## config.mk

```make
export PLATFORM = sky130hd
export DESIGN_NAME = dram_wb_arbiter
export DESIGN_NICKNAME = d
export VERILOG_FILES = /design/src/rtl/dram_arb_pkg.sv /design/src/rtl/rr_arbiter.sv /design/src/rtl/dram_wb_arbiter.sv
export SDC_FILE = /design/constraint.sdc
export NUM_CORES = 1
export LEC_CHECK = 0
export ABC_AREA = 1
export CAP_MARGIN = 20
export CORE_AREA = 2 2 776 778
export CTS_CLUSTER_DIAMETER = 40
export CTS_CLUSTER_SIZE = 8
export DETAILED_ROUTE_END_ITERATION = 8
export DIE_AREA = 0 0 778 780
export GPL_TIMING_DRIVEN = 0
export PLACE_DENSITY = 0.3
export SLEW_MARGIN = 40
export SYNTH_ARGS = -nofsm -noshare
export SYNTH_HDL_FRONTEND = slang
export SYNTH_HIERARCHICAL = 1
export SYNTH_SLANG_ARGS = --single-unit
```

## constraint.sdc

```tcl
create_clock -name sys_clk -period 3.7 [get_ports sys_clk]
set_input_delay 1.11 -clock sys_clk [delete_from_list [all_inputs] [get_ports sys_clk]]
set_output_delay 1.11 -clock sys_clk [all_outputs]
set_load 0.01 [all_outputs]
```

## src/rtl/dram_arb_pkg.sv

```systemverilog
`default_nettype none
// +----------------------------------------------------------------------+
// | Package  : dram_arb_pkg                                               |
// | Purpose  : Shared types and default widths for the DRAM Wishbone      |
// |            arbiter.                                                   |
// | Revision : 1.0 - initial release                                      |
// +----------------------------------------------------------------------+
package dram_arb_pkg;

  localparam int unsigned DEF_NUM_MASTERS    = 4;
  localparam int unsigned DEF_WORD_SIZE      = 256;
  localparam int unsigned DEF_ADDR_WIDTH     = 32;
  localparam int unsigned DEF_TIMEOUT_CYCLES = 4096;

  typedef enum logic [1:0] {
    IDLE    = 2'd0,
    BUSY    = 2'd1,
    RELEASE = 2'd2
  } arb_state_t;

endpackage
`default_nettype wire

```

## src/rtl/rr_arbiter.sv

```systemverilog
`default_nettype none
// +----------------------------------------------------------------------+
// | Module   : rr_arbiter                                                 |
// | Purpose  : Combinational round-robin pick. Scans upward from the      |
// |            master after last_grant_i, wrapping, and returns the first |
// |            requester as one-hot plus index.                           |
// | Revision : 1.0 - initial release                                      |
// +----------------------------------------------------------------------+
module rr_arbiter #(
  parameter int unsigned NUM_MASTERS = 4,
  parameter int unsigned IDX_W       = $clog2(NUM_MASTERS)
) (
  input  logic [NUM_MASTERS-1:0] req_i,
  input  logic [IDX_W-1:0]       last_grant_i,
  output logic                   valid_o,
  output logic [NUM_MASTERS-1:0] gnt_oh_o,
  output logic [IDX_W-1:0]       gnt_idx_o
);

  // One extra bit so last_grant + offset cannot overflow before the wrap
  logic [IDX_W:0] cand;
  logic           found;

  // Priority scan starting just above the previous winner
  always_comb begin
    gnt_oh_o  = '0;
    gnt_idx_o = '0;
    found     = 1'b0;
    cand      = '0;
    for (int off = 1; off <= int'(NUM_MASTERS); off++) begin
      cand = {1'b0, last_grant_i} + (IDX_W+1)'(off);
      if (cand >= (IDX_W+1)'(NUM_MASTERS)) begin
        cand = cand - (IDX_W+1)'(NUM_MASTERS);
      end
      if (!found && req_i[cand[IDX_W-1:0]]) begin
        found                       = 1'b1;
        gnt_idx_o                   = cand[IDX_W-1:0];
        gnt_oh_o[cand[IDX_W-1:0]]   = 1'b1;
      end
    end
  end

  assign valid_o = found;

endmodule
`default_nettype wire

```

## src/rtl/dram_wb_arbiter.sv

```systemverilog
`default_nettype none
// +----------------------------------------------------------------------+
// | Module   : dram_wb_arbiter                                            |
// | Purpose  : Round-robin arbiter sharing the DRAM wrapper's Wishbone    |
// |            classic slave port between NUM_MASTERS requesters. One     |
// |            transaction at a time, held off until calibration is done. |
// | Options  : DRAM_ARB_TIMEOUT_EN - BUSY watchdog that returns m_err_o   |
// |            after TIMEOUT_CYCLES cycles without s_ack_i.               |
// | Revision : 1.0 - initial release                                      |
// +----------------------------------------------------------------------+
module dram_wb_arbiter
  import dram_arb_pkg::*;
#(
  parameter int unsigned NUM_MASTERS    = DEF_NUM_MASTERS,
  parameter int unsigned WORD_SIZE      = DEF_WORD_SIZE,
  parameter int unsigned ADDR_WIDTH     = DEF_ADDR_WIDTH,
  parameter int unsigned TIMEOUT_CYCLES = DEF_TIMEOUT_CYCLES
) (
  input  logic                              sys_clk,
  input  logic                              rst_n,
  input  logic                              initialized_i,
  input  logic [NUM_MASTERS-1:0]            m_cyc_i,
  input  logic [NUM_MASTERS-1:0]            m_stb_i,
  input  logic [NUM_MASTERS-1:0]            m_we_i,
  input  logic [NUM_MASTERS*ADDR_WIDTH-1:0] m_addr_i,
  input  logic [NUM_MASTERS*WORD_SIZE-1:0]  m_data_i,
  output logic [WORD_SIZE-1:0]              m_data_o,
  output logic [NUM_MASTERS-1:0]            m_ack_o,
  output logic [NUM_MASTERS-1:0]            m_err_o,
  output logic                              s_cyc_o,
  output logic                              s_stb_o,
  output logic                              s_we_o,
  output logic [ADDR_WIDTH-1:0]             s_addr_o,
  output logic [WORD_SIZE-1:0]              s_data_o,
  input  logic [WORD_SIZE-1:0]              s_data_i,
  input  logic                              s_ack_i,
  output logic [$clog2(NUM_MASTERS)-1:0]    grant_o
);

  localparam int unsigned IDX_W = $clog2(NUM_MASTERS);

  if (NUM_MASTERS < 2 || NUM_MASTERS > 8 || TIMEOUT_CYCLES < 2) begin : g_param_check
    $error("dram_wb_arbiter: illegal parameter set");
  end

  arb_state_t state_q, state_d;

  logic [NUM_MASTERS-1:0] req;
  logic [NUM_MASTERS-1:0] win_oh;
  logic [IDX_W-1:0]       win_idx;
  logic                   win_valid;
  logic                   start;
  logic                   tmo_expire;

  logic                   sel_we;
  logic [ADDR_WIDTH-1:0]  sel_addr;
  logic [WORD_SIZE-1:0]   sel_data;

  logic [IDX_W-1:0]       last_grant_q, last_grant_d;
  logic [IDX_W-1:0]       grant_q, grant_d;
  logic [NUM_MASTERS-1:0] gnt_oh_q, gnt_oh_d;
  logic                   aborted_q, aborted_d;
  logic                   cyc_q, cyc_d;
  logic                   we_q, we_d;
  logic [ADDR_WIDTH-1:0]  addr_q, addr_d;
  logic [WORD_SIZE-1:0]   wdata_q, wdata_d;
  logic [WORD_SIZE-1:0]   rdata_q, rdata_d;
  logic [NUM_MASTERS-1:0] ack_q, ack_d;
  logic [NUM_MASTERS-1:0] err_q, err_d;

  assign req   = m_cyc_i & m_stb_i;
  assign start = (state_q == IDLE) && initialized_i && win_valid;

  rr_arbiter #(
    .NUM_MASTERS (NUM_MASTERS),
    .IDX_W       (IDX_W)
  ) u_rr_arbiter (
    .req_i        (req),
    .last_grant_i (last_grant_q),
    .valid_o      (win_valid),
    .gnt_oh_o     (win_oh),
    .gnt_idx_o    (win_idx)
  );

  // Steer the winning master's request fields using its one-hot grant
  always_comb begin
    sel_we   = 1'b0;
    sel_addr = '0;
    sel_data = '0;
    for (int i = 0; i < int'(NUM_MASTERS); i++) begin
      if (win_oh[i]) begin
        sel_we   = m_we_i[i];
        sel_addr = m_addr_i[i*ADDR_WIDTH +: ADDR_WIDTH];
        sel_data = m_data_i[i*WORD_SIZE +: WORD_SIZE];
      end
    end
  end

`ifdef DRAM_ARB_TIMEOUT_EN
  localparam int unsigned TMO_W = $clog2(TIMEOUT_CYCLES) + 1;

  logic [TMO_W-1:0] tmo_cnt_q, tmo_cnt_d;

  // Watchdog: held at zero outside BUSY (so it is clear at grant), counts BUSY cycles
  always_comb begin
    tmo_cnt_d = tmo_cnt_q;
    if (state_q == BUSY) begin
      tmo_cnt_d = tmo_cnt_q + TMO_W'(1);
    end else begin
      tmo_cnt_d = '0;
    end
  end

  // Watchdog counter register
  always_ff @(posedge sys_clk or negedge rst_n) begin
    if (!rst_n) begin
      tmo_cnt_q <= '0;
    end else begin
      tmo_cnt_q <= tmo_cnt_d;
    end
  end

  // A same-cycle ack takes precedence over expiry
  assign tmo_expire = (state_q == BUSY) && !s_ack_i &&
                      (tmo_cnt_q == TMO_W'(TIMEOUT_CYCLES - 1));
`else
  assign tmo_expire = 1'b0;
`endif

  // FSM state register
  always_ff @(posedge sys_clk or negedge rst_n) begin
    if (!rst_n) begin
      state_q <= IDLE;
    end else begin
      state_q <= state_d;
    end
  end

  // FSM next-state logic
  always_comb begin
    state_d = state_q;
    case (state_q)
      IDLE:    if (start) state_d = BUSY;
      BUSY:    if (s_ack_i || tmo_expire) state_d = RELEASE;
      RELEASE: state_d = IDLE;
      default: state_d = IDLE;
    endcase
  end

  // FSM outputs: latch the grant, close the slave cycle, pulse ack/err
  always_comb begin
    last_grant_d = last_grant_q;
    grant_d      = grant_q;
    gnt_oh_d     = gnt_oh_q;
    aborted_d    = aborted_q;
    cyc_d        = cyc_q;
    we_d         = we_q;
    addr_d       = addr_q;
    wdata_d      = wdata_q;
    rdata_d      = rdata_q;
    ack_d        = '0;
    err_d        = '0;
    case (state_q)
      IDLE: begin
        if (start) begin
          last_grant_d = win_idx;
          grant_d      = win_idx;
          gnt_oh_d     = win_oh;
          aborted_d    = 1'b0;
          cyc_d        = 1'b1;
          we_d         = sel_we;
          addr_d       = sel_addr;
          wdata_d      = sel_data;
        end
      end
      BUSY: begin
        // Once the granted master lets go of cyc its ack is withheld for good
        if ((gnt_oh_q & ~m_cyc_i) != '0) begin
          aborted_d = 1'b1;
        end
        if (s_ack_i) begin
          cyc_d   = 1'b0;
          rdata_d = s_data_i;
          if (!aborted_q) begin
            ack_d = gnt_oh_q & m_cyc_i;
          end
        end else if (tmo_expire) begin
          cyc_d = 1'b0;
          err_d = gnt_oh_q;
        end
      end
      default: ;
    endcase
  end

  // Datapath and handshake registers
  always_ff @(posedge sys_clk or negedge rst_n) begin
    if (!rst_n) begin
      last_grant_q <= IDX_W'(NUM_MASTERS - 1);
      grant_q      <= '0;
      gnt_oh_q     <= '0;
      aborted_q    <= 1'b0;
      cyc_q        <= 1'b0;
      we_q         <= 1'b0;
      addr_q       <= '0;
      wdata_q      <= '0;
      rdata_q      <= '0;
      ack_q        <= '0;
      err_q        <= '0;
    end else begin
      last_grant_q <= last_grant_d;
      grant_q      <= grant_d;
      gnt_oh_q     <= gnt_oh_d;
      aborted_q    <= aborted_d;
      cyc_q        <= cyc_d;
      we_q         <= we_d;
      addr_q       <= addr_d;
      wdata_q      <= wdata_d;
      rdata_q      <= rdata_d;
      ack_q        <= ack_d;
      err_q        <= err_d;
    end
  end

  assign s_cyc_o  = cyc_q;
  assign s_stb_o  = cyc_q;
  assign s_we_o   = we_q;
  assign s_addr_o = addr_q;
  assign s_data_o = wdata_q;
  assign m_data_o = rdata_q;
  assign m_ack_o  = ack_q;
  assign m_err_o  = err_q;
  assign grant_o  = grant_q;

endmodule
`default_nettype wire

```

==> results of run 1 <==
-- kinds of logic (layout without fill, tap and decap cells) --
family / after synthesis / in the layout / share of synthesized area
buf+inv: 601 / 2945 / 0.07840
flops: 561 / 561 / 0.4453
other cells: 1 / 65 / 0.0001189
compound gates: 566 / 566 / 0.09039
fa+ha+maj: 8 / 8 / 0.003174
simple gates: 3139 / 3139 / 0.3827
-- state kept, by name, indices dropped and copies added, names as in the netlist --
name	count
gnt_oh_q	4
s_data_o	256
s_addr_o	32
s_we_o	1
grant_o	2
s_cyc_o	1
aborted_q	1
m_ack_o	4
last_grant_q	2
m_data_o	256
state_q	2
-- metrics by stage --
| step | TNS (ps) | utilization |
|---|---|---|
| final | 0 | 0.1168 |
| after detailed placement | -488980 | 0.1038 |
| after global placement | - | 0.1024 |
| after CTS | -17.16 | 0.1160 |
| after global routing | -49.68 | 0.1166 |
| after floorplan | 0 | - |
-- worst paths after layout --
check | cells after the start | to | slack (ps)
worst max register to register | 14 | s_data_o[69] | 90
worst min register to register | 1 | m_ack_o[3] | 430
worst min-delay path | 1 | m_ack_o[3] | 430
max in group asynchronous | 7 | m_data_o[99] | 260
min in group asynchronous | 2 | s_data_o[162] | 770
worst max-delay path | 14 | s_data_o[69] | 90
-- routing by layer --
metal,part of all wire,wire length [microns],global-route usage,vias to the layer above
li1,-,-,-,19520
met1,0.42,190300,0.1785,20250
met2,0.43,194000,0.2201,2154
met3,0.12,54940,0.06928,566
met4,0.020,9118,0.02576,178
met5,0.0026,1178,0,-
-- synthesized netlist by cell type, types with 2 or more instances --
cell                       instances  share of area
sky130_fd_sc_hd__a21boi_0          5         0.0012
sky130_fd_sc_hd__a21oi_1         556          0.088
sky130_fd_sc_hd__buf_1            30         0.0036
sky130_fd_sc_hd__buf_2            81          0.013
sky130_fd_sc_hd__buf_4            28         0.0067
sky130_fd_sc_hd__clkbuf_1        177          0.021
sky130_fd_sc_hd__dfrtp_1         559           0.44
sky130_fd_sc_hd__dfstp_2           2         0.0017
sky130_fd_sc_hd__ha_1              8         0.0032
sky130_fd_sc_hd__inv_1           279          0.033
sky130_fd_sc_hd__inv_2             3        0.00036
sky130_fd_sc_hd__nand2_1        2978           0.35
sky130_fd_sc_hd__nand2_2           6         0.0012
sky130_fd_sc_hd__nand3_1         104          0.017
sky130_fd_sc_hd__nand3_2           2        0.00063
sky130_fd_sc_hd__nand4_1           6         0.0012
sky130_fd_sc_hd__nor2_1            8        0.00095
sky130_fd_sc_hd__nor2_2            2        0.00040
sky130_fd_sc_hd__o21ai_0           3        0.00048
sky130_fd_sc_hd__or2_2            29         0.0058
-- final cells by class --
| type | instances | area (sq um) | share of cell area |
|---|---|---|---|
| multi-input cells | 3717 | 15580 | 0.2224 |
| clock buffers | 247 | 5201 | 0.07426 |
| inverters | 284 | 1072 | 0.01531 |
| flip-flops and latches | 561 | 14040 | 0.2005 |
| repair buffers | 2012 | 20590 | 0.2940 |
| diodes | 61 | 152.6 | 0.002179 |
| plain buffers | 317 | 2039 | 0.02912 |
| clock inverters | 85 | 1310 | 0.01870 |
| well taps | 8036 | 10050 | 0.1436 |
-- repair_timing --
action                                  in CTS  in global routing
endpoints found under the hold margin       13                  0
gates cloned                                 0                  1
pin swaps                                    3                  2
endpoints found under the setup margin     292                329
setup buffers                                6                  3
gates resized for setup                    257                111
hold buffers                                 1                  0
-- where the power goes --
group          internal [mW]  total [mW]  switching (mW)  leakage, nW
Combinational           14.3        47.9            33.6         20.7
Sequential              8.90        11.1            2.15         7.11
Clock                   11.6        17.0            5.41         3.18
Total                   34.9        76.0            41.2         31.0
-- worst max-delay path, stage by stage (launching register included) --
cell and delay [ps]:
sky130_fd_sc_hd__dfstp_2 580, sky130_fd_sc_hd__inv_2 120, sky130_fd_sc_hd__ha_1 370, sky130_fd_sc_hd__inv_1 120
sky130_fd_sc_hd__nand2_2 110, sky130_fd_sc_hd__nand2_2 110, sky130_fd_sc_hd__nor2_4 60, sky130_fd_sc_hd__a21oi_1 130
sky130_fd_sc_hd__nand3_1 100, sky130_fd_sc_hd__buf_6 210, sky130_fd_sc_hd__buf_8 240, sky130_fd_sc_hd__clkbuf_4 320
sky130_fd_sc_hd__a21oi_1 710, sky130_fd_sc_hd__nand2_1 110, sky130_fd_sc_hd__nand2_1 80
==> metrics.log, run 1 <==
[metrics] cell row count: 285
[metrics] DR pass1 iterations: 5
[metrics] routability-driven placement congestion ratio: approximately 0.93
[metrics] number of synthesized flops with an enable pin: 0
[metrics] WHS: 434.7 ps
[metrics] layout cell share with drive strength beyond 1: 0.1056
[metrics] post-synthesis cell area: roughly 32000 sq um
[metrics] final-stage net count: 8508
[metrics] Total Die Area: 606800 sq um
[metrics] Crit. End Element: flip-flop
[metrics] port bufs: between 1500 and 2000
[metrics] filler cell count in the final layout: 69680
[metrics] Area after DPL: 62240 sq um
[metrics] placed cell count: 14920
[metrics] final standard cell count with taps included and fillers excluded: 15320
[metrics] remaining antenna violation count after routing: 0
[metrics] Peak supply drop: 342.7 uV
[metrics] number of synthesis warnings: 6
[metrics] Worst Setup Slack post-DPL: -2537 ps
[metrics] final critical-path share of the clock period: 0.9748
[metrics] worst min-delay path class: reg -> reg
[metrics] Core ar.: ~600000 sq um
[metrics] clock transition at the registers of the reported paths: 40 ps
[metrics] fmax: between 200 and 300 MHz
[metrics] smallest setup slack after layout: 93.18 ps
[metrics] Sinks on Clock Net: 561
[metrics] routed via count: 42660
[metrics] Final Routed Wirelength: 449500 microns
[metrics] height of the die: 780 microns
[metrics] post-synthesis area per instance: between 6 and 7 sq um
[metrics] HPWL Detailed: 397800 microns
[metrics] cell at the root of the clock tree: sky130_fd_sc_hd__clkbuf_16
[metrics] post-route cell area: 70040 sq um
[metrics] commonest cells after routing, fill and taps aside: 2886 x sky130_fd_sc_hd__nand2_1, 1971 x sky130_fd_sc_hd__clkdlybuf4s50_1, 559 x sky130_fd_sc_hd__dfrtp_1, 517 x sky130_fd_sc_hd__a21oi_1, 277 x sky130_fd_sc_hd__inv_1
[metrics] power density relative to cell area: 1086 nW/um^2
[metrics] Worst setup startpoint: last_grant_q[0]
[metrics] hold path startpoint: aborted_q
[metrics] fraction of the yosys area taken by sequential cells: 0.4453
[metrics] maximum level of the CTS H-tree: 4
[metrics] critical path class: reg -> reg
[metrics] number of hold violations in the final report: 0
[metrics] setup clock skew after layout: approximately 130 ps
[metrics] fraction of synthesis flops using an asynchronous set or reset pin: 1.000
[metrics] most instantiated flip-flop cell in the synthesis netlist: sky130_fd_sc_hd__dfrtp_1
[metrics] count of distinct cell types in the synthesized netlist: 30
[metrics] largest buffer count on any clock path: 4
[metrics] Via density: 2.785
[metrics] synthesized flop and latch total: between 500 and 600
[metrics] number of global-route vias before repair: 42940
[metrics] Pwr Total: ~76 mW
[metrics] leakage power summed over all cells: slightly above 30 nW
[metrics] Tightest Pin Transition: 970.6 ps
[metrics] CTS Buf Count: 183
[metrics] total of endpoints with negative setup slack in the final report: 0
[metrics] first-pass GRT wire length: 542900 microns
[metrics] worst path required time: 4500 ps
[metrics] top fanout value on the critical path: 11
[metrics] number of antenna violations at the first check in global routing: 274
[metrics] effective utilization at floorplan: 0.05261
[metrics] maximum number of pins on one net before global-route repair: 96
[metrics] remaining design rule violation count: 0
[metrics] # IOs: 1981
[metrics] Min Clock Period, post-route: approximately 3600 ps
[metrics] remaining global-route overflow: 0
[metrics] Total Routing Usage GR: 0.1420
[metrics] CTS tree: done
[metrics] fin. max-slew vios: 0
[metrics] max-cap check violation count: 0
[metrics] starting DRC count in detailed routing: roughly 2800
[metrics] headroom to the max-slew limit: 0.3509
[metrics] outcome: completed
[metrics] Clock Latency Late Sink: 960 ps
[metrics] Worst R2R Start: last_grant_q[0]
[metrics] area growth from synthesis to layout: 122.1%
[metrics] most common library cell in the layout ignoring fill and taps: sky130_fd_sc_hd__nand2_1
[metrics] kind of start point of the critical path: flip-flop
[metrics] mean routed wirelength per cell: ~29 microns
[metrics] overall die width: 778 microns
[metrics] cells after synthesis: 4876
[metrics] Worst EP arrival: 4410 ps
(Power assumes the default switching activity.)
==> run 2: changes to the inputs <==
--- a/config.mk
+++ b/config.mk
@@ -7,11 +7,11 @@
 export LEC_CHECK = 0
 export ABC_AREA = 1
 export CAP_MARGIN = 20
-export CORE_AREA = 2 2 776 778
+export CORE_AREA = 2 2 768 770
 export CTS_CLUSTER_DIAMETER = 40
 export CTS_CLUSTER_SIZE = 8
 export DETAILED_ROUTE_END_ITERATION = 8
-export DIE_AREA = 0 0 778 780
+export DIE_AREA = 0 0 770 772
 export GPL_TIMING_DRIVEN = 0
 export PLACE_DENSITY = 0.3
 export SLEW_MARGIN = 40
==> run 2 against run 1 <==
Net effect: clock power down 9%; critical path depth grew 4; sequential cell count did not move; utilization is essentially flat; clock-buffer cell count shrank 2; setup slack got worse by 5.7 ps; design area is 2.0% lower; sequential share of layout area increased by 0.40 points; via count decreased by 0.72%; total power fell by 4.8%; sequential power barely moved.
==> metrics.log, run 2 (synthesized netlist as in run 1, its figures left out) <==
[metrics] Core ar.: 587100 sq um (-2.1%)
[metrics] max-cap check violation count: 0 (unchanged)
[metrics] HPWL Detailed: 365400 microns (-8.1%)
[metrics] # IOs: 1981 (unchanged)
[metrics] headroom to the max-slew limit: 0.3540 (+0.003117)
[metrics] remaining design rule violation count: 0 (unchanged)
[metrics] hold buffer count at cts: 0 (-1)
[metrics] Worst EP arrival: 4390 ps (-20 ps)
[metrics] RSZ-0062 raised after global routing: false
[metrics] first-pass GRT wire length: 501200 microns (-7.7%)
[metrics] port bufs: 1976 (unchanged)
[metrics] share of total power in the clock network: 0.214 (-0.010)
[metrics] leakage power summed over all cells: 30.51 nW (-1.5%)
[metrics] clock transition at the registers of the reported paths: 50 ps (about the same)
[metrics] Crit. End Element: flip-flop
[metrics] critical path class: in -> reg
[metrics] CTS tree: done
[metrics] maximum number of pins on one net before global-route repair: 88 (-8.3%)
[metrics] setup clock skew after layout: 135.6 ps (+5.623 ps)
[metrics] total of endpoints with negative setup slack in the final report: 0 (unchanged)
[metrics] top fanout value on the critical path: 10 (-1)
[metrics] internal power: 33.03 mW (-5.2%)
[metrics] Clock Latency Late Sink: 920 ps (-40 ps)
[metrics] Sinks on Clock Net: 561 (unchanged)
[metrics] Peak supply drop: 538.3 uV (+57%)
[metrics] height of the die: 772 microns (-1.0%)
[metrics] cell at the root of the clock tree: sky130_fd_sc_hd__clkbuf_16
[metrics] remaining antenna violation count after routing: 0 (unchanged)
[metrics] layout cell share with drive strength beyond 1: 0.09211 (-0.01353)
[metrics] largest buffer count on any clock path: 4 (unchanged)
[metrics] worst path required time: 4480 ps (-20 ps)
[metrics] routability-driven placement congestion ratio: 0.9293 (-0.13%)
[metrics] Reg power frac: 0.153 (+0.008)
[metrics] Total Die Area: 594400 sq um (-2.0%)
[metrics] remaining global-route overflow: 0 (unchanged)
[metrics] effective utilization at floorplan: 0.05371 (+0.001103)
[metrics] Min Clock Period, post-route: 3613 ps (+5.747 ps)
[metrics] mean routed wirelength per cell: 27.46 microns (-6.4%)
[metrics] starting DRC count in detailed routing: 2736 (-3.7%)
[metrics] power density relative to cell area: 1054 nW/um^2 (-2.9%)
[metrics] Pwr Total: 72.36 mW (-4.8%)
[metrics] commonest cells after routing, fill and taps aside: 2922 x sky130_fd_sc_hd__nand2_1, 1967 x sky130_fd_sc_hd__clkdlybuf4s50_1, 559 x sky130_fd_sc_hd__dfrtp_1, 532 x sky130_fd_sc_hd__a21oi_1, 277 x sky130_fd_sc_hd__inv_1
[metrics] overall die width: 770 microns (-1.0%)
[metrics] kind of start point of the critical path: input pin
[metrics] cell row count: 282 (-1.1%)
[metrics] worst min-delay path class: in -> async
[metrics] final-stage net count: 8494 (-0.16%)
[metrics] Via density: 2.808 (+0.85%)
[metrics] CTS Buf Count: 173 (-5.5%)
[metrics] outcome: completed
[metrics] DR pass1 iterations: 6 (+1)
[metrics] Total Routing Usage GR: 0.1326 (-0.009459)
[metrics] WHS: 97.03 ps (-337.7 ps)
[metrics] switching power total: 39.33 mW (-4.5%)
[metrics] most common library cell in the layout ignoring fill and taps: sky130_fd_sc_hd__nand2_1
[metrics] final critical-path share of the clock period: 0.9764 (+0.001553)
[metrics] number of hold violations in the final report: 0 (unchanged)
[metrics] logic gate share of total power: 0.633 (+0.003)
[metrics] number of global-route vias before repair: 41970 (-2.2%)
[metrics] Final Routed Wirelength: 414100 microns (-7.9%)
[metrics] number of antenna violations at the first check in global routing: 258 (-5.8%)
[metrics] Tightest Pin Transition: 966.0 ps (-4.660 ps)
[metrics] area growth from synthesis to layout: 117.7%
[metrics] switching share of total power: 0.5435 (+0.001926)
[metrics] fin. max-slew vios: 0 (unchanged)
[metrics] maximum level of the CTS H-tree: 4 (unchanged)
[metrics] post-route setup TNS: 0 ps (unchanged)
[metrics] fmax: 276.8 MHz (-0.16%)
[metrics] routed via count: 42360 (-0.72%)
-- run 2: through the flow --
stage | utilization | area (sq um) | std cells | setup slack [ps]
2_1_floorplan | - | 31550 | 4879 | 902.4
3_3_place_gp | 0.1041 | 61100 | 14670 | -31180
3_5_place_dp | 0.1053 | 61810 | 14690 | -2530
4_1_cts | 0.1165 | 68410 | 15010 | 33.70
5_1_grt | 0.1167 | 68500 | 15020 | 4.451
6_report | 0.1170 | 68660 | 15080 | 87.44
-- run 2: path summary, 6_finish.rpt --
kind	start	to	slack (ps)	depth (start not counted)
setup / recovery	m_cyc_i[1]	s_data_o[171]	90	18
hold / removal	rst_n	m_data_o[5]	100	1
setup reg to reg	last_grant_q[0]	s_data_o[171]	250	16
hold reg to reg	aborted_q	m_ack_o[3]	450	1
max in group asynchronous	rst_n	s_data_o[204]	1360	4
min in group sys_clk	aborted_q	m_ack_o[3]	450	1
-- run 2: routing by layer --
metal,up-vias,global-route usage,share of wire
met5,-,0,0.0024
met4,158,0.03326,0.028
met3,552,0.07332,0.13
met2,2178,0.1990,0.42
met1,20000,0.1633,0.42
li1,19470,-,-
-- run 2: what timing repair did --
item	in CTS	in global routing
endpoints found under the setup margin	298	162
pin swaps	3	1
gates resized for setup	195	29
setup buffers	7	4
-- run 2: power groups by stage --
stage,clock network [mW],registers (mW),logic [mW]
after floorplan,0,11.5,15.5
after global placement,0,11.1,45.6
after detailed placement,0,11.0,46.2
after CTS,16.0,11.0,47.6
after global routing,16.2,11.3,49.8
final,15.5,11.0,45.8
-- run 2: critical path, stage by stage --
cell and delay [ps]:
sky130_fd_sc_hd__clkdlybuf4s50_1 580, sky130_fd_sc_hd__nand2_1 70, sky130_fd_sc_hd__inv_1 100, sky130_fd_sc_hd__nand2_2 70, sky130_fd_sc_hd__nand2_2 90, sky130_fd_sc_hd__nand2_2 100, sky130_fd_sc_hd__nand2_2 110, sky130_fd_sc_hd__nor2_4 50
sky130_fd_sc_hd__a21oi_1 150, sky130_fd_sc_hd__nand3_1 200, sky130_fd_sc_hd__clkinvlp_4 170, sky130_fd_sc_hd__buf_8 280, sky130_fd_sc_hd__buf_6 270, sky130_fd_sc_hd__buf_2 350, sky130_fd_sc_hd__nand2_1 90, sky130_fd_sc_hd__nand2_1 290
sky130_fd_sc_hd__nand2_1 130, sky130_fd_sc_hd__nand2_1 80
-- run 2: final cells by class --
cell class	instances	area, sq um
Timing Repair Buffer	2009	20420
Fill cell	68600	518500
Clock buffer	245	5040
Tap cell	7810	9772
Inverter	284	1072
Multi-Input combinational cell	3717	15330
Buffer	316	1907
Sequential cell	561	14040
Clock inverter	66	890.9
Antenna cell	74	185.2
==> run 3: changes to the inputs <==
--- a/config.mk
+++ b/config.mk
@@ -7,13 +7,14 @@
 export LEC_CHECK = 0
 export ABC_AREA = 1
 export CAP_MARGIN = 20
-export CORE_AREA = 2 2 768 770
+export CORE_AREA = 2 2 765 767
 export CTS_CLUSTER_DIAMETER = 40
 export CTS_CLUSTER_SIZE = 8
 export DETAILED_ROUTE_END_ITERATION = 8
-export DIE_AREA = 0 0 770 772
+export DIE_AREA = 0 0 767 769
 export GPL_TIMING_DRIVEN = 0
 export PLACE_DENSITY = 0.3
+export SETUP_SLACK_MARGIN = 0.4
 export SLEW_MARGIN = 40
 export SYNTH_ARGS = -nofsm -noshare
 export SYNTH_HDL_FRONTEND = slang
==> constraint.sdc (replaced) <==
create_clock -name sys_clk -period 3.02 [get_ports sys_clk]
set_input_delay 0.906 -clock sys_clk [delete_from_list [all_inputs] [get_ports sys_clk]]
set_output_delay 0.906 -clock sys_clk [all_outputs]
set_load 0.01 [all_outputs]
==> run 3 against run 2 <==
Net effect: utilization is 0.91 points higher; wire length increased by 4.5%; die area fell by 0.78%; clock skew is 31 ps higher; clock power rose by 30%; sequential share of layout area fell by 1.3 points; total power rose by 36%; final cell count is 0.16% higher; the flow now finishes with violations (setup timing); first-iteration DRC count grew 5.2%; sequential cell count did not move; largest cell class unchanged; non-clock buffer count increased by 61; critical endpoint is now s_data_o[82].
==> metrics.log, run 3 (synthesized netlist as in run 1, its figures left out) <==
[metrics] Area after DPL: 61740 sq um (-0.11%)
[metrics] Min Clock Period, post-route: 3136 ps
[metrics] Peak supply drop: 619.7 uV (+15%)
[metrics] worst path required time: 3730 ps (-750 ps)
[metrics] placed cell count: 14630 (-0.38%)
[metrics] Tightest Pin Transition: 838.2 ps (-127.8 ps)
[metrics] overall die width: 767 microns (-0.39%)
[metrics] smallest setup slack after layout: -115.9 ps (-203.3 ps)
[metrics] number of global-route vias before repair: 43270 (+3.1%)
[metrics] series of cell instances along the critical path: clkdlybuf4s50_1 -> nand2_1 -> inv_1 -> nand2_1 -> nand3_2 -> nand2_4 -> inv_4 -> nor2_8 -> nand3_2 -> nand3_4 -> nor2_4 -> buf_12 -> buf_16 -> buf_16 -> buf_12 -> buf_12 -> buf_6 -> buf_8 -> nand2_1 -> nand2_1 -> nand2_1 -> nand2_1 -> nand2_2 -> nand2_1
[metrics] CTS tree: done
[metrics] final-stage net count: 8560 (+0.78%)
[metrics] area growth from synthesis to layout: 132.2%
[metrics] height of the die: 769 microns (-0.39%)
[metrics] starting DRC count in detailed routing: 2879 (+5.2%)
[metrics] maximum number of pins on one net before global-route repair: 84 (-4.5%)
[metrics] worst min-delay path class: reg -> reg
[metrics] Sinks on Clock Net: 561 (unchanged)
[metrics] count of cells along the worst hold path: 1
[metrics] footprint of the multi-input gates: 17970 sq um (+17%)
[metrics] Worst EP arrival: 3840 ps (-550 ps)
[metrics] top cell family by delay on the critical path: buffers and inverters
[metrics] cell with the largest stage delay on the worst path: sky130_fd_sc_hd__clkdlybuf4s50_1
[metrics] remaining antenna violation count after routing: 0 (unchanged)
[metrics] port bufs: 1976 (unchanged)
[metrics] fin. max-slew vios: 0 (unchanged)
[metrics] Core ar.: 580900 sq um (-1.1%)
[metrics] total of endpoints with negative setup slack in the final report: 80 (+80)
[metrics] remaining global-route overflow: 0 (unchanged)
[metrics] # IOs: 1981 (unchanged)
[metrics] final critical-path share of the clock period: 1.038
[metrics] routed via count: 43110 (+1.8%)
[metrics] layout cell share with drive strength beyond 1: 0.1806 (+0.08851)
[metrics] critical path class: in -> reg
[metrics] power density relative to cell area: 1344 nW/um^2 (+28%)
[metrics] leakage power summed over all cells: 32.67 nW (+7.1%)
[metrics] cell repeated most along the worst path: sky130_fd_sc_hd__nand2_1
[metrics] commonest cells after routing, fill and taps aside: 2527 x sky130_fd_sc_hd__nand2_1, 1848 x sky130_fd_sc_hd__clkdlybuf4s50_1, 555 x sky130_fd_sc_hd__dfrtp_1, 466 x sky130_fd_sc_hd__a21oi_1, 283 x sky130_fd_sc_hd__nand2_2
[metrics] HPWL Detailed: 381000 microns (+4.3%)
[metrics] setup clock skew after layout: 166.6 ps (+30.96 ps)
[metrics] effective utilization at floorplan: 0.05429 (+0.0005794)
[metrics] top fanout value on the critical path: 8 (-2)
[metrics] mean routed wirelength per cell: 28.66 microns (+4.4%)
[metrics] number of antenna violations at the first check in global routing: 283 (+9.7%)
[metrics] post-route cell area: 73220 sq um (+6.6%)
[metrics] max-cap check violation count: 0 (unchanged)
[metrics] CTS Buf Count: 178 (+2.9%)
[metrics] number of logic stages on the critical path including buffering: 24 (+6)
[metrics] Pwr Total: 98.43 mW (+36%)
[metrics] Total Routing Usage GR: 0.1404 (+0.007809)
[metrics] DR pass1 iterations: 7 (+1)
[metrics] maximum level of the CTS H-tree: 4 (unchanged)
[metrics] Via density: 2.854 (+1.6%)
[metrics] kind of start point of the critical path: input pin
[metrics] routability-driven placement congestion ratio: 0.9408 (+1.2%)
[metrics] cell at the root of the clock tree: sky130_fd_sc_hd__clkbuf_16
[metrics] Final Routed Wirelength: 432900 microns (+4.5%)
[metrics] fmax: 318.9 MHz
[metrics] Crit. End Element: flip-flop
[metrics] filler cell count in the final layout: 67490 (-1.6%)
[metrics] most common library cell in the layout ignoring fill and taps: sky130_fd_sc_hd__nand2_1
[metrics] cell row count: 280 (-0.71%)
[metrics] RSZ-0062 raised after global routing: true
[metrics] first-pass GRT wire length: 526500 microns (+5.0%)
[metrics] headroom to the max-slew limit: 0.4412 (+0.08720)
[metrics] CP max stage delay: 530 ps (-50 ps)
[metrics] outcome: finished with violations
[metrics] area taken by flip-flops and latches: 14050 sq um (about the same)
[metrics] number of hold violations in the final report: 0 (unchanged)
[metrics] depth of the worst register-to-register path: 21 (+5)
[metrics] clock transition at the registers of the reported paths: 50 ps (about the same)
[metrics] final standard cell count with taps included and fillers excluded: 15110 (+0.16%)
[metrics] Worst Setup Slack post-DPL: -2988 ps (-457.8 ps)
[metrics] Total Die Area: 589800 sq um (-0.78%)
[metrics] remaining design rule violation count: 0 (unchanged)
[metrics] largest buffer count on any clock path: 4 (unchanged)
[metrics] violated checks: setup timing
[metrics] Clock Latency Late Sink: 930 ps (about the same)
[metrics] Buffers & Inverters on Critical Path: 10 (+4)
-- run 3: cell types whose count changed in the layout (fill, tap and decap cells not counted), sizes merged, moves of 3 or more --
cell           before   now
buf               178   264
bufinv             15    24
clkbuf            423   405
clkdlybuf4s15       0     3
clkdlybuf4s50    1967  1848
clkinv             38    59
dlygate4sd2         0    91
-- run 3: layer usage --
layer / GRT usage / vias up / wire (microns)
li1: - / 19700 / -
met1: 0.1714 / 20470 / 178900
met2: 0.2155 / 2126 / 186700
met3: 0.07826 / 622 / 56510
met4: 0.02795 / 188 / 9512
met5: 0 / - / 1182
-- run 3: what timing repair did --
| item | CTS | global route |
|---|---|---|
| endpoints found under the setup margin | 848 | 963 |
| hold buffers | 2 | 2 |
| cloned | 11 | 8 |
| endpoints found under the hold margin | 57 | 49 |
| buffers inserted | 39 | 11 |
| pin swaps | 90 | 103 |
| gates resized for setup | 947 | 500 |
-- run 3: area by class of cell --
class / instances / area share
antenna: 76 / 0.002597
buffer: 317 / 0.03660
clock buffer: 230 / 0.06828
clock inverter: 97 / 0.01789
inverter: 284 / 0.01478
multi-input combinational: 3717 / 0.2455
sequential: 561 / 0.1918
tap: 7755 / 0.1325
timing repair buffer: 2069 / 0.2900
-- run 3: metrics by stage --
| step | utilization | hold WS (ps) | TNS (ps) |
|---|---|---|---|
| 6_report | 0.1261 | 441.5 | -2850 |
| 5_1_grt | 0.1258 | 415.0 | -13650 |
| 4_1_cts | 0.1226 | 389.3 | -4343 |
| 3_5_place_dp | 0.1063 | 443.7 | -673620 |
| 3_3_place_gp | 0.1051 | 434.0 | - |
| 2_1_floorplan | - | 408.7 | 0 |
-- run 3: report_power, final --
part | switching (mW) | leakage, nW | internal, mW
clock | 6.41 | 3.11 | 13.6
combinational | 43.1 | 22.5 | 21.9
sequential | 2.46 | 7.10 | 10.9
-- run 3: final timing paths --
check	slack (ps)	start	end
max	-120	m_stb_i[1]	s_data_o[82]
min	440	aborted_q	m_ack_o[3]
max reg2reg	-20	last_grant_q[0]	s_data_o[82]
min reg2reg	440	aborted_q	m_ack_o[3]
max in group asynchronous	190	rst_n	s_data_o[227]
min in group asynchronous	680	rst_n	m_data_o[9]
